[config.mk]
export PLATFORM = sky130hd
export DESIGN_NAME = led_blink_bank
export DESIGN_NICKNAME = d
export VERILOG_FILES = /design/src/rtl/led_blink_bank.sv
export SDC_FILE = /design/constraint.sdc
export NUM_CORES = 1
export LEC_CHECK = 0
export ABC_CLOCK_PERIOD_IN_PS = 37400
export BUFFER_PORTS_ARGS = -buffer_cell sky130_fd_sc_hd__buf_4
export CAP_MARGIN = 30
export CORE_UTILIZATION = 55
export DETAILED_ROUTE_END_ITERATION = 10
export PLACE_DENSITY = 0.71
export SLEW_MARGIN = 40
export SYNTH_ARGS = -nofsm -noshare
export SYNTH_HDL_FRONTEND = slang
export SYNTH_SLANG_ARGS = --single-unit
[constraint.sdc]
create_clock -name i_sys_clk -period 37.4 [get_ports i_sys_clk]
set_clock_uncertainty 0.05 [all_clocks]
set_input_delay 5.61 -clock i_sys_clk [delete_from_list [all_inputs] [get_ports i_sys_clk]]
set_output_delay 5.61 -clock i_sys_clk [all_outputs]
set_load 0.1 [all_outputs]
[src/rtl/led_blink_bank.sv]
// led_blink_bank: multi-channel LED activity / heartbeat generator.
// Each channel runs independently in OFF, ON, BLINK or PULSE mode with its own
// half-period. All channels count a shared prescaler tick. Outputs are registered.
module led_blink_bank #(
    parameter int         N_CH     = 8,
    parameter int         CNT_W    = 26,
    parameter int         PRESC    = 1,
    parameter logic [1:0] RST_MODE = 2'd2,
    parameter int         RST_HALF = 50000000,
    localparam int        CH_W     = (N_CH > 1) ? $clog2(N_CH) : 1
) (
    input  logic             i_sys_clk,
    input  logic             i_sys_rst,
    input  logic             i_cfg_we,
    input  logic [CH_W-1:0]  i_cfg_ch,
    input  logic [1:0]       i_cfg_mode,
    input  logic [CNT_W-1:0] i_cfg_half,
    input  logic [N_CH-1:0]  i_trig,
    input  logic             i_sync_all,
    output logic [N_CH-1:0]  o_led,
    output logic [N_CH-1:0]  o_busy
);

    typedef enum logic [1:0] {
        MODE_OFF   = 2'd0,
        MODE_ON    = 2'd1,
        MODE_BLINK = 2'd2,
        MODE_PULSE = 2'd3
    } mode_e;

    localparam int               PW         = (PRESC > 1) ? $clog2(PRESC) : 1;
    localparam logic [PW-1:0]    PRESC_LAST = PW'(PRESC - 1);
    localparam logic [CNT_W-1:0] CNT_ZERO   = {CNT_W{1'b0}};
    localparam logic [CNT_W-1:0] CNT_ONE    = CNT_W'(1);
    localparam logic [CNT_W-1:0] HALF_RST   = CNT_W'(RST_HALF);

    logic [PW-1:0]    r_presc;
    logic             w_tick;

    mode_e            r_mode [N_CH];
    logic [CNT_W-1:0] r_half [N_CH];
    logic [CNT_W-1:0] r_cnt  [N_CH];
    logic [N_CH-1:0]  r_led;
    logic [N_CH-1:0]  r_busy;

    logic [CNT_W-1:0] w_last [N_CH];
    logic [N_CH-1:0]  w_hit;

    // Tick qualifier: every cycle when PRESC is 1, else on the last prescaler count.
    always_comb begin
        w_tick = 1'b0;
        if (PRESC <= 1) begin
            w_tick = 1'b1;
        end else if (r_presc == PRESC_LAST) begin
            w_tick = 1'b1;
        end else begin
            w_tick = 1'b0;
        end
    end

    // Shared prescaler; sync_all restarts it so every BLINK channel realigns.
    always_ff @(posedge i_sys_clk or posedge i_sys_rst) begin
        if (i_sys_rst) begin
            r_presc <= {PW{1'b0}};
        end else if (i_sync_all) begin
            r_presc <= {PW{1'b0}};
        end else if (w_tick) begin
            r_presc <= {PW{1'b0}};
        end else begin
            r_presc <= r_presc + PW'(1);
        end
    end

    // Per-channel config address decode and terminal count (half=0 acts as 1).
    always_comb begin
        for (int c = 0; c < N_CH; c++) begin
            w_hit[c]  = 1'b0;
            w_last[c] = CNT_ZERO;
            if (i_cfg_we && (32'(i_cfg_ch) == 32'(c))) begin
                w_hit[c] = 1'b1;
            end else begin
                w_hit[c] = 1'b0;
            end
            if (r_half[c] == CNT_ZERO) begin
                w_last[c] = CNT_ZERO;
            end else begin
                w_last[c] = r_half[c] - CNT_ONE;
            end
        end
    end

    // Channel state: a config write to the channel beats everything else; sync_all
    // only restarts BLINK channels, PULSE/ON/OFF channels carry on as if it were absent.
    always_ff @(posedge i_sys_clk or posedge i_sys_rst) begin
        if (i_sys_rst) begin
            for (int c = 0; c < N_CH; c++) begin
                r_mode[c] <= mode_e'(RST_MODE);
                r_half[c] <= HALF_RST;
                r_cnt[c]  <= CNT_ZERO;
            end
            r_led  <= {N_CH{1'b0}};
            r_busy <= {N_CH{1'b0}};
        end else begin
            for (int c = 0; c < N_CH; c++) begin
                if (w_hit[c]) begin
                    r_mode[c] <= mode_e'(i_cfg_mode);
                    r_half[c] <= i_cfg_half;
                    r_cnt[c]  <= CNT_ZERO;
                    r_led[c]  <= (i_cfg_mode == 2'd1);
                    r_busy[c] <= 1'b0;
                end else begin
                    case (r_mode[c])
                        MODE_OFF: begin
                            r_led[c]  <= 1'b0;
                            r_busy[c] <= 1'b0;
                            r_cnt[c]  <= CNT_ZERO;
                        end
                        MODE_ON: begin
                            r_led[c]  <= 1'b1;
                            r_busy[c] <= 1'b0;
                            r_cnt[c]  <= CNT_ZERO;
                        end
                        MODE_BLINK: begin
                            r_busy[c] <= 1'b0;
                            if (i_sync_all) begin
                                r_cnt[c] <= CNT_ZERO;
                                r_led[c] <= 1'b0;
                            end else if (w_tick) begin
                                if (r_cnt[c] >= w_last[c]) begin
                                    r_cnt[c] <= CNT_ZERO;
                                    r_led[c] <= ~r_led[c];
                                end else begin
                                    r_cnt[c] <= r_cnt[c] + CNT_ONE;
                                end
                            end else begin
                                r_cnt[c] <= r_cnt[c];
                            end
                        end
                        MODE_PULSE: begin
                            if (r_busy[c]) begin
                                if (w_tick) begin
                                    if (r_cnt[c] >= w_last[c]) begin
                                        r_cnt[c]  <= CNT_ZERO;
                                        r_led[c]  <= 1'b0;
                                        r_busy[c] <= 1'b0;
                                    end else begin
                                        r_cnt[c] <= r_cnt[c] + CNT_ONE;
                                    end
                                end else begin
                                    r_cnt[c] <= r_cnt[c];
                                end
                            end else if (i_trig[c]) begin
                                r_cnt[c]  <= CNT_ZERO;
                                r_led[c]  <= 1'b1;
                                r_busy[c] <= 1'b1;
                            end else begin
                                r_cnt[c]  <= CNT_ZERO;
                                r_led[c]  <= 1'b0;
                                r_busy[c] <= 1'b0;
                            end
                        end
                        default: begin
                            r_led[c]  <= 1'b0;
                            r_busy[c] <= 1'b0;
                            r_cnt[c]  <= CNT_ZERO;
                        end
                    endcase
                end
            end
        end
    end

    assign o_led  = r_led;
    assign o_busy = r_busy;

endmodule

======== Word-level counts from Yosys, hierarchy flattened ========
Cells that the tools add are included.
word-level totals
  flip-flop bits (word level) ............. 448
  input port bits ......................... 43
  output and inout bits ................... 16
  word-level logic and storage cells ...... 306
operators by class
  add/subtract/negate cells ............... 16
  magnitude comparators ................... 8
  equality and inequality tests ........... 48
  multiplexer cells ....................... 144
  bitwise operators ....................... 8
  reductions and logical operators ........ 49
operators by type and width
  cell                     count
  $mux W26                 40
  $pmux W26 S3             8
  $add A26 B1 Y26 const B  8
  $ge A26 B26 Y1           8
  $logic_not A26 Y1        8
  $sub A26 B1 Y26 const B  8
  $mux W1                  80
  $ne A4 B4 Y1 const B     16
  $eq A2 B2 Y1 const B     16
  $pmux W1 S4              8
  $reduce_or A3 Y1         8
  $eq A2 B1 Y1 const B     9
  $logic_not A2 Y1         8
  $pmux W1 S2              8
  $reduce_and A2 Y1        8
  $reduce_or A2 Y1         8
  $eq A3 B3 Y1 const B     4
  $logic_and A1 B1 Y1      8
  $not A1 Y1               8
  $eq A3 B2 Y1 const B     2
  $eq A3 B1 Y1 const B     1
  $logic_not A3 Y1         1

======== Depth between registers and ports, before layout ========
  word-level depth ........................ 7
  mapped depth ............................ 19
  gate-level depth less buffers ........... 17

======== Least setup slack after synthesis ========
Ideal clock, no wire load.
  kind .................................... input port to flip-flop
  from .................................... input port i_cfg_ch[0]
  to ...................................... register r_led[4], in the netlist o_led[4]
  library setup time ...................... 0.126 ns
  data arrival time ....................... 7.473 ns
  required time ........................... 37.224 ns
  setup slack ............................. 29.752 ns
  cell stages on the path ................. 8
  buffers on the path ..................... 3
  cells stage by stage .................... clkbuf_1 -> nor2_1 -> and3_1 -> clkbuf_1 -> nand2b_1 -> or4b_2 -> clkbuf_1 -> mux2_2
on the way
  longest elaborated chain between the ends .. 5
  elaborated cells between the ends (all ways) .. 7
  those cells by class .................... eq/ne: 3; mux: 2; reduce/logical: 2
RTL lines
  item                                line  RTL
  start: declaration                  15    input logic [CH_W-1:0] i_cfg_ch,
  $eq A3 B3 Y1 *                      79    if (i_cfg_we && (32'(i_cfg_ch) == 32'(c))) begin
  $logic_and A1 B1 Y1 *               79
  $mux W1 *                           79
  $ne A4 B4 Y1 (no source line)       -
  $reduce_and A2 Y1 (no source line)  -
  end signal: assignment              101   r_led <= {N_CH{1'b0}};
  end signal: indexed assignment      109   r_led[c] <= (i_cfg_mode == 2'd1);
  end signal: indexed assignment      131   r_led[c] <= ~r_led[c];
  end: declaration                    43    logic [N_CH-1:0] r_led;
Every way passes the cells marked *; elsewhere a longest branch is shown, timed or not.
A chain may end at the register's enable or synchronous reset.

======== Worst setup path after layout ========
  from .................................... input port i_cfg_ch[0]
  to ...................................... register r_led[6], in the netlist o_led[6]
The elaborated chain is that of the path after synthesis.

==> impl_results.md <==
* Initial Utilization at 0.562
* Max-slew violations at 0
* Fmax achieved at 125 MHz
* # DRC at 0
* Setup TNS at 0 ps
* Post-synth EDFFs at 0
* First-pass GRT wire length at 111000 um
* Syn-to-layout area delta at 10.7%
* CTS tree: done
* Yosys warning total at 0
* Mean post-synth cell area at 9.29 um2
* Placement Rows at 81
* Antenna violations before repair at 0
* Vias in the first global route at 21500
* Share of cells above drive strength 1 at 0.149
* H-tree depth at 2
* Clk_lat worst skew at 610 ps
* # IOs at 59
* I/O Buffers at 58
* DRT antenna net count at 0
* CTS Sinks at 448
* Post-DP HPWL at 47300 um
* Fin crit share at 0.213
* Max Cap Violations at 0
* DR iter-0 viols at 1173
* DRT Pass-1 Iters at 7
* Crit Path Class: primary input to flip-flop
* Tot GR Track Use at 0.273
* Worst-path maximum fanout at 31
* Final #Nets at 3290
* FILL cells at 4123
* CP endpoint kind: flip-flop
* Post-Syn Instances at 2976
* Most frequent cells in the layout: 526 x nand2_1, 366 x nor2_1, 344 x dfrtp_1, 232 x xor2_1, 224 x ha_1
* Top-area cell type share of the netlist area at 0.311
* Hold Path Depth at 2
* Area leader, netlist: dfrtp_1
* Post-CTS sizing at 0
* Setup repair after global routing missed its margin: false
* Post-synthesis instance area at 27700 um2
* Synthesized flop and latch total at 448
* Worst slew pin tran at 855 ps
* Slew margin rel. at 0.425
* Final setup vio count at 0
* Startpoint types: primary input
* ANT cells at 0
* Crit path arrival time at 8410 ps
* Synth Flop Type: dfrtp_1
* Required @ worst endpoint at 37830 ps
* Total power at 1480 uW
* Vias at 21500
* Top cells by area, synth: dfrtp_1 31%, ha_1 10%, dfstp_2 9.9%
* CTS root buf: clkbuf_16
* Vias per cell at 5.77
* Final wirelength at 68100 um
* Final min period at 7980 ps
* Syn Nets at 3243
* Clock Path Buffers at 3
* Status: completed
* Worst vdd ir at 0.0386 mV
* Die H at 226 um
* Distinct cells, synth at 67
* CTS Hold Buffers Added at 0
* Total die area at 51200 um2
* Seq/Total Area, Yosys at 0.410
* Min-delay worst type: flip-flop to flip-flop
* Commonest non-fill, non-tap cell in the layout: nand2_1
* P_leak at 0.0139 uW
* Final Hold Viols at 0
* Pwr per Cell Area at 48.3 nW/um2
* Cells on worst reg2reg path at 14
* Post-synth ARST share at 1.00
* Die width at 226 um
* CORE AREA at 49300 um2
* CTS buffer count at 49
* Largest net degree at the start of global routing at 162
* Setup Buffers After CTS at 0
* Gr ovfl total at 0
* Reg clk slew, reported paths at 60 ps
* DR WL/cell at 18.3 um
* Routability cong. at 0.875
[power breakdown]
group / internal [uW] / total [uW] / switching, uW
clock: 323 / 531 / 207
combinational: 133 / 313 / 180
sequential: 560 / 634 / 74.5
total: 1020 / 1480 / 462
[path summary, 6_finish.rpt]
path                          endpoint  slack (ps)         from
max reg2reg                   o_led[3]       31470  r_half[109]
min reg2reg                 r_half[38]         430   r_half[38]
min in group asynchronous    r_cnt[54]        5050    i_sys_rst
max in group asynchronous  r_half[153]       30870    i_sys_rst
min                         r_half[38]         430   r_half[38]
max                           o_led[6]       29420  i_cfg_ch[0]
[layer usage]
| metal | up-vias | GRT usage | share of wire |
|---|---|---|---|
| li1 | 10400 | - | - |
| met1 | 10500 | 0.347 | 0.43 |
| met2 | 454 | 0.453 | 0.47 |
| met3 | 159 | 0.0472 | 0.051 |
| met4 | 0 | 0.126 | 0.046 |
| met5 | - | 0 | 0 |
[sequential cells by signal, indices dropped and copies added (netlist names)]
signal  cells
o_busy      8
o_led       8
r_cnt     208
r_half    208
r_mode     16
[cell families after synthesis]
group	after synthesis	share of synthesized area
AOI/OAI and AO/OA	253	0.0564
xor gates and xnor gates	345	0.109
adders and majority gates	224	0.101
buffers and inverters	143	0.0201
DFF	448	0.410
muxes	177	0.0714
and+or+nand+nor	1386	0.232
[per-stage QoR]
step / area (um2) / hold slack (ps) / utilization / std cells / worst slack (ps)
6_report: 30600 / 427 / 0.622 / 3725 / 29420
4_1_cts: 30500 / 429 / 0.620 / 3722 / 29810
3_5_place_dp: 28800 / 419 / 0.585 / 3633 / 29180
3_3_place_gp: 28700 / 416 / 0.583 / 3631 / 28510
5_1_grt: 30600 / 439 / 0.622 / 3725 / 29170
2_1_floorplan: 27700 / 396 / - / 2976 / 19430
[worst max-delay path, cell delays in order]
cell and delay [ps]:
buf_4 130, nand4b_1 240, buf_4 360, clkinv_1 680, nor3_1 470, nand4_1 370
buf_6 270, mux2_2 270
[area by class of cell]
type	instances	area [um2]	share of cell area
well taps	664	831	0.0271
flip-flops and latches	448	11300	0.370
inverters	61	241	0.00789
multi-input cells	2385	15800	0.516
repair buffers	78	653	0.0213
clock inverters	27	405	0.0132
clock buffers	62	1350	0.0439
[cell usage after synthesis (49+ instances only)]
| cell type | instances |
|---|---|
| inv_1 | 61 |
| xnor2_1 | 113 |
| nor2_1 | 367 |
| mux2_2 | 163 |
| clkbuf_1 | 70 |
| and3_1 | 51 |
| nand4_1 | 55 |
| a21oi_1 | 93 |
| o21ai_0 | 58 |
| nand2_1 | 526 |
| nor4_1 | 49 |
| xor2_1 | 232 |
| nand3_1 | 105 |
| dfstp_2 | 104 |
| dfrtp_1 | 344 |
| nor3_1 | 67 |
| ha_1 | 224 |
(Power assumes the default switching activity.)
